==> config.mk <==
export PLATFORM = sky130hd
export DESIGN_NAME = alu_operand_arbiter
export DESIGN_NICKNAME = d
export VERILOG_FILES = /design/src/rtl/alu_operand_arbiter.sv
export SDC_FILE = /design/constraint.sdc
export NUM_CORES = 1
export LEC_CHECK = 0
export CORE_MARGIN = 8
export CORE_UTILIZATION = 40
export CTS_BUF_LIST = sky130_fd_sc_hd__clkbuf_4 sky130_fd_sc_hd__clkbuf_8
export DETAILED_ROUTE_END_ITERATION = 12
export PLACE_DENSITY = 0.8
export SYNTH_ARGS = -nofsm -noshare
export SYNTH_HDL_FRONTEND = slang
export SYNTH_SLANG_ARGS = --single-unit
==> constraint.sdc <==
create_clock -name clk -period 1.9 [get_ports clk]
set_clock_uncertainty 0.15 [all_clocks]
set_input_delay 0.38 -clock clk [delete_from_list [all_inputs] [get_ports clk]]
set_output_delay 0.38 -clock clk [all_outputs]
set_load 0.02 [all_outputs]
==> src/rtl/alu_operand_arbiter.sv <==
// Round-robin arbiter sharing the ALU operand path between requesters A and B.
// The winning operand is registered and offered to the ALU under valid/ready.
module alu_operand_arbiter #(
  parameter int WIDTH = 8
) (
  input  logic             clk,
  input  logic             rst,
  input  logic             req_a,
  input  logic [WIDTH-1:0] a,
  input  logic             req_b,
  input  logic [WIDTH-1:0] b,
  output logic [WIDTH-1:0] o,
  output logic             o_valid,
  input  logic             o_ready,
  output logic             s,
  output logic             ack_a,
  output logic             ack_b
);

  typedef enum logic {IDLE, BUSY} state_t;

  state_t           r_state;
  state_t           w_nextState;
  logic [WIDTH-1:0] r_o;
  logic             r_s;
  logic             r_last;
  logic             w_accept;
  logic             w_eligA;
  logic             w_eligB;
  logic             w_capture;
  logic             w_pickA;

  always_ff @(posedge clk or posedge rst) begin
    if (rst) begin
      r_state <= IDLE;
    end else begin
      r_state <= w_nextState;
    end
  end

  // At an accept edge the requester being served still shows its old request,
  // so only the other side may be captured back-to-back.
  always_comb begin
    w_nextState = r_state;
    w_accept    = (r_state == BUSY) & o_ready;
    w_eligA     = req_a & ((r_state == IDLE) | (w_accept & ~r_s));
    w_eligB     = req_b & ((r_state == IDLE) | (w_accept & r_s));
    w_capture   = w_eligA | w_eligB;
    w_pickA     = w_eligA & (~w_eligB | ~r_last);
    case (r_state)
      IDLE: begin
        if (w_capture) begin
          w_nextState = BUSY;
        end
      end
      BUSY: begin
        if (w_accept && !w_capture) begin
          w_nextState = IDLE;
        end
      end
      default: begin
        w_nextState = IDLE;
      end
    endcase
  end

  always_ff @(posedge clk or posedge rst) begin
    if (rst) begin
      r_o    <= '0;
      r_s    <= 1'b0;
      r_last <= 1'b0;
    end else begin
      if (w_capture) begin
        r_o <= w_pickA ? a : b;
        r_s <= w_pickA;
      end
      if (w_accept) begin
        r_last <= r_s;
      end
    end
  end

  assign o       = r_o;
  assign s       = r_s;
  assign o_valid = (r_state == BUSY);
  assign ack_a   = o_valid & o_ready & r_s;
  assign ack_b   = o_valid & o_ready & ~r_s;

endmodule

# --- Word-level counts from Yosys, hierarchy flattened ---
# Cells that the tools add are included.
totals:
  regBits: 11
  out_inout_bits: 12
  word_cells: 24
classes:
  n_bitwise: 14
  muxes: 4
  reduce_logical: 2
ops:
  columns: ["op", "count"]
  rows:
  - ["$mux W8", 1]
  - ["$and A1 B1 Y1", 6]
  - ["$not A1 Y1", 4]
  - ["$or A1 B1 Y1", 4]
  - ["$mux W1", 2]
  - ["$pmux W1 S2", 1]
  - ["$logic_and A1 B1 Y1", 1]
  - ["$logic_not A1 Y1", 1]

# --- Logic depth before layout (Yosys ltp) ---
# Gate-level depths: netlist of the first run.
logic_depth:
  word_depth: 9
  mapped_depth: 5
  mapped_depth_nobuf: 4

# --- Worst setup path before layout of the first run ---
# OpenSTA, ideal clock, no wires.
synth_path:
  path_type: "register to register"
  startpoint: "reg r_state, in the netlist o_valid"
  endpoint: "reg r_state, in the netlist o_valid"
  setup_ns: 0.121
  path_stages_with_launch: 6
  period_less_slack_ns: 1.557
  slack_ns: 0.343
  required_time_ns: 1.629
  arrival_ns: 1.286
  path_cell_list: "dfrtp_1 -> buf_6 -> nand2_1 -> nor2_1 -> nor2_1 -> o22a_1"
synth_via:
  elab_chain_cells: 9
synth_lines:
  columns: ["item", "line", "text"]
  rows:
  - ["start: declaration", "22", "state_t r_state;"]
  - ["start signal: assignment", "37", "r_state <= w_nextState;"]
  - ["$and A1 B1 Y1 * (2 in a row)", null, null]
  - ["via ack_b", "17", "output logic ack_b"]
  - ["$or A1 B1 Y1 *", "46", "w_eligA = req_a & ((r_state == IDLE) | (w_accept & ~r_s));"]
  - ["$and A1 B1 Y1 *", "46", null]
  - ["$or A1 B1 Y1 *", "48", "w_capture = w_eligA | w_eligB;"]
  - ["$logic_not A1 Y1", "57", "if (w_accept && !w_capture) begin"]
  - ["$logic_and A1 B1 Y1", "57", null]
  - ["$mux W1", "57", null]
  - ["$pmux W1 S2 *", "50", "case (r_state)"]
  - ["via w_nextState", "23", "state_t w_nextState;"]
# Mark *: on every way through the listed nets, which the timed path passes. The rest lies on a longest branch.
# A chain may end at the register's enable or synchronous reset.

# --- Worst setup path after layout of the first run ---
layout_path:
  startpoint: "in o_ready"
  endpoint: "out ack_b"
layout_via:
  elab_chain_cells: 2
layout_lines:
  columns: ["item", "line", "text"]
  rows:
  - ["start: declaration", "14", "input logic o_ready,"]
  - ["$and A1 B1 Y1 (2 in a row)", "87", "assign ack_b = o_valid & o_ready & ~r_s;"]
  - ["end: declaration", "17", null]
# No other way between the ends.

==> results of run 1 <==
[kinds of logic (layout without fill, tap and decap cells)]
family	after synthesis	after routing	share of synthesized area [%]
compound gates	19	19	28.91
buf+inv	6	47	5.940
flops	11	11	43.56
simple gates	25	25	21.59
[through the flow]
stage	power (uW)	setup TNS (ns)	cell area, sq um	hold slack, ns	util (%)
after floorplan	899.9	0	631.9	0.08244	-
final	1431	0	1022	0.2608	68.66
after CTS	1445	0	1025	0.2715	68.82
after global routing	1530	0	1022	0.2895	68.66
after detailed placement	1292	-1.388	1002	0.3842	67.31
after global placement	1266	-0.8834	1002	0.3737	67.31
[power by group through the flow]
stage | Sequential (uW) | Combinational [uW] | Clock (uW)
floorplan | 558 | 342 | 0
global placement | 419 | 847 | 0
detailed placement | 426 | 866 | 0
CTS | 422 | 846 | 177
global route | 442 | 894 | 194
finish | 423 | 834 | 173
[layer usage]
metal	vias up	global-route usage, %	routed length (um)
met4	0	4.577	21
li1	305	-	-
met1	279	14.29	840
met2	27	19.23	811
met5	-	0	0
met3	4	5.251	152
[repair_timing]
item                       4_1_cts  5_1_grt
buffers inserted                 0        0
setup endpoints to repair        4        2
gates resized for setup          8        2
[worst register-to-register path: cells and delay by family (launching register included)]
kind                   cells  cell delay [ns]
AOI/OAI and AO/OA          3             0.55
and+or+nand+nor            1             0.15
DFF                        1             0.41
buffers and inverters      1             0.17
[cell type report]
| class | count | share of cell area, % |
|---|---|---|
| clock buffer | 4 | 2.938 |
| multi-input combinational | 44 | 31.46 |
| timing repair buffer | 39 | 35.25 |
| tap | 16 | 1.958 |
| sequential | 11 | 26.93 |
| inverter | 4 | 1.469 |
[worst max path at each step]
stage | to | slack, ns | cells past startpoint
6_report | ack_b | 0.11 | 4
3_3_place_gp | ack_b | -0.31 | 4
3_5_place_dp | ack_b | -0.36 | 4
5_1_grt | ack_b | 0.02 | 4
2_1_floorplan | o_valid | 0.34 | 5
4_1_cts | ack_a | 0.01 | 4
[state kept, by name, indices dropped and copies added (netlist names)]
register  count
o             8
o_valid       1
r_last        1
s             1
[layout by cell type (no fill, tap or decap), types with 2 or more instances in the layout]
master                            instances
sky130_fd_sc_hd__a21oi_2                  2
sky130_fd_sc_hd__buf_4                    7
sky130_fd_sc_hd__clkbuf_4                 4
sky130_fd_sc_hd__clkdlybuf4s50_1         28
sky130_fd_sc_hd__dfrtp_1                 11
sky130_fd_sc_hd__dlygate4sd2_1            2
sky130_fd_sc_hd__inv_1                    3
sky130_fd_sc_hd__nand2_1                  7
sky130_fd_sc_hd__nand3_1                  2
sky130_fd_sc_hd__nor2_1                   3
sky130_fd_sc_hd__o21ai_0                  2
sky130_fd_sc_hd__o221a_2                  7
sky130_fd_sc_hd__or2_1                    7
==> results.yml, run 1 <==
synthesis:
  synth.most_common_cell: "sky130_fd_sc_hd__dfrtp_1"
  syn-instance-count: 61
  synthTopCellsByArea: "sky130_fd_sc_hd__dfrtp_1 (44%), sky130_fd_sc_hd__o221a_2 (12%), sky130_fd_sc_hd__or2_1 (6.9%)"
  mappedNetlistNets: 82
  synthArstFlopShare_pct: 100.0
  ys.warnings.count: 0
  synth-seq-area-share_pct: 43.56
  synth_area_sq_um: 631.9
  postSynth.topFlopCell: "sky130_fd_sc_hd__dfrtp_1"
  synth_enable_flop_cells: 0
  avgSynthCellArea_sq_um: 10.36
  synthTopCellsByCount: "sky130_fd_sc_hd__dfrtp_1 (11), sky130_fd_sc_hd__nand2_1 (7), sky130_fd_sc_hd__o221a_2 (7), sky130_fd_sc_hd__or2_1 (7), sky130_fd_sc_hd__nor2_1 (4)"
  synth_cell_types: 24
  synth.largest_area_cell: "sky130_fd_sc_hd__dfrtp_1"
  yosysTopAreaCellShare_pct: 43.56
  synth-seq-cells: 11
worst_setup_path:
  critPathCaptureType: "output port"
  rrSetupSlack_ns: 0.35
  path_buf_inv: 2
  crit_path_start: "o_ready"
  worstPathMaxFanout: 3
  reg2regPathDepth: 5
  cp_class: "input pin to output port"
  crit_chain: "clkdlybuf4s50_1 > nand2_1 > nor2_2 > buf_2"
  setup.worst_path.start_class: "input pin"
  reg2reg_to: "o[3]"
  worstReg2RegStart: "s"
  critical-path-top-delay-family: "buffers and inverters"
  critical-path-max-stage-delay_ns: 0.49
  critPathRequiredTime_ns: 1.37
  cpMaxStageDelayCell: "sky130_fd_sc_hd__clkdlybuf4s50_1"
  critPathArrivalTime_ns: 1.26
finish:
  register_area_sq_um: 275.3
  layout_overhead_on_the_synthesized_area_pct: 61.78
  post_route_cells_drive_above_1_share_pct: 28.43
  num-fill-cells: 128
  final_stage_net_count: 124
  post_layout_nonfiller_instances: 118
  multi_input_area_sq_um: 321.6
  num_antenna_cells: 0
timing:
  timing_worst_slew_pin_value_ns: 0.4275
  slew-limit-headroom_pct: 71.47
  final_critical_path_setup_slack_ns: 0.1102
  min_period_over_period_pct: 94.20
  timing_max_transition_violations_final: 0
  fmaxAchievable_mhz: 558.7
  final.min_clock_period_ns: 1.790
  report.final.setup_viol: 0
  rsz0062_at_grt: "false"
  final_hold_viol_count: 0
placement:
  dp.cells: 114
  gp_routability_congestion: 0.7499
  port-buffer-count: 32
  dp_hpwl_um: 1446
  pre_cts_ws_ns: -0.3598
floorplanning:
  die_area_sq_um: 3108
  floorplan.initialDensity_pct: 42.44
  io_pins: 33
  floorplan.core_area_sq_um: 1489
  floorplan.rows: 14
  floorplan.die.height_um: 55.75
  fp.dieW_um: 55.75
grt:
  number_of_global_route_vias_before_repair: 705
  grtUsageTotal_pct: 12.23
  antenna_found_initial: 0
  grt_first_pass_wirelength_um: 3201
  globalRoute.totalOverflow: 0
  maximum_number_of_pins_on_one_net_before_global_route_repair: 12
pwr:
  p_comb_share_pct: 58.3
  peakVddDrop_mv: 0.7735
  power-per-cell-area_nw_per_um2: 1399
  share_seq_of_total_power_pct: 29.6
  power.share.switching_pct: 40.16
  power.static_leakage_uw: 0.0004226
  net-switching-power_uw: 574.6
  power_report.internal_total_uw: 856.0
  share_clk_of_total_power_pct: 12.1
cts:
  worstSkewPairLatency_ns: 0.27
  cts_sinks: 11
  tritoncts.num_buffers: 3
  clk_pin_slew_worst_paths_ns: 0.07
  clockRootBuffer: "sky130_fd_sc_hd__clkbuf_4"
  htree_num_levels: 1
  holdBufCountCts: 0
  cts-root-to-sink-buffers: 2
  cts_tree: "built"
job:
  timing.max_cap.violations: 0
route:
  routed_wire_length_per_instance_um: 15.47
  route.vias.total: 615
  detail_route.iter0.violations: 12
  post_detailed_routing_wire_length_um: 1826
  vias_per_cell: 5.212
  drcViolationCount: 0
  antenna_violating_nets_post_route: 0
  detailedRoute.firstPassIterationCount: 4
run_status:
  outcome: "completed"
hold_path:
  min-delay-path-class: "input pin to asynchronous set/reset pin"
(Power assumes the default switching activity.)
==> run 2: changes to the inputs <==
- SLEW_MARGIN: unset -> 20
==> results of run 2 <==
The final DEF is identical to that of run 1; final timing and power are the same.
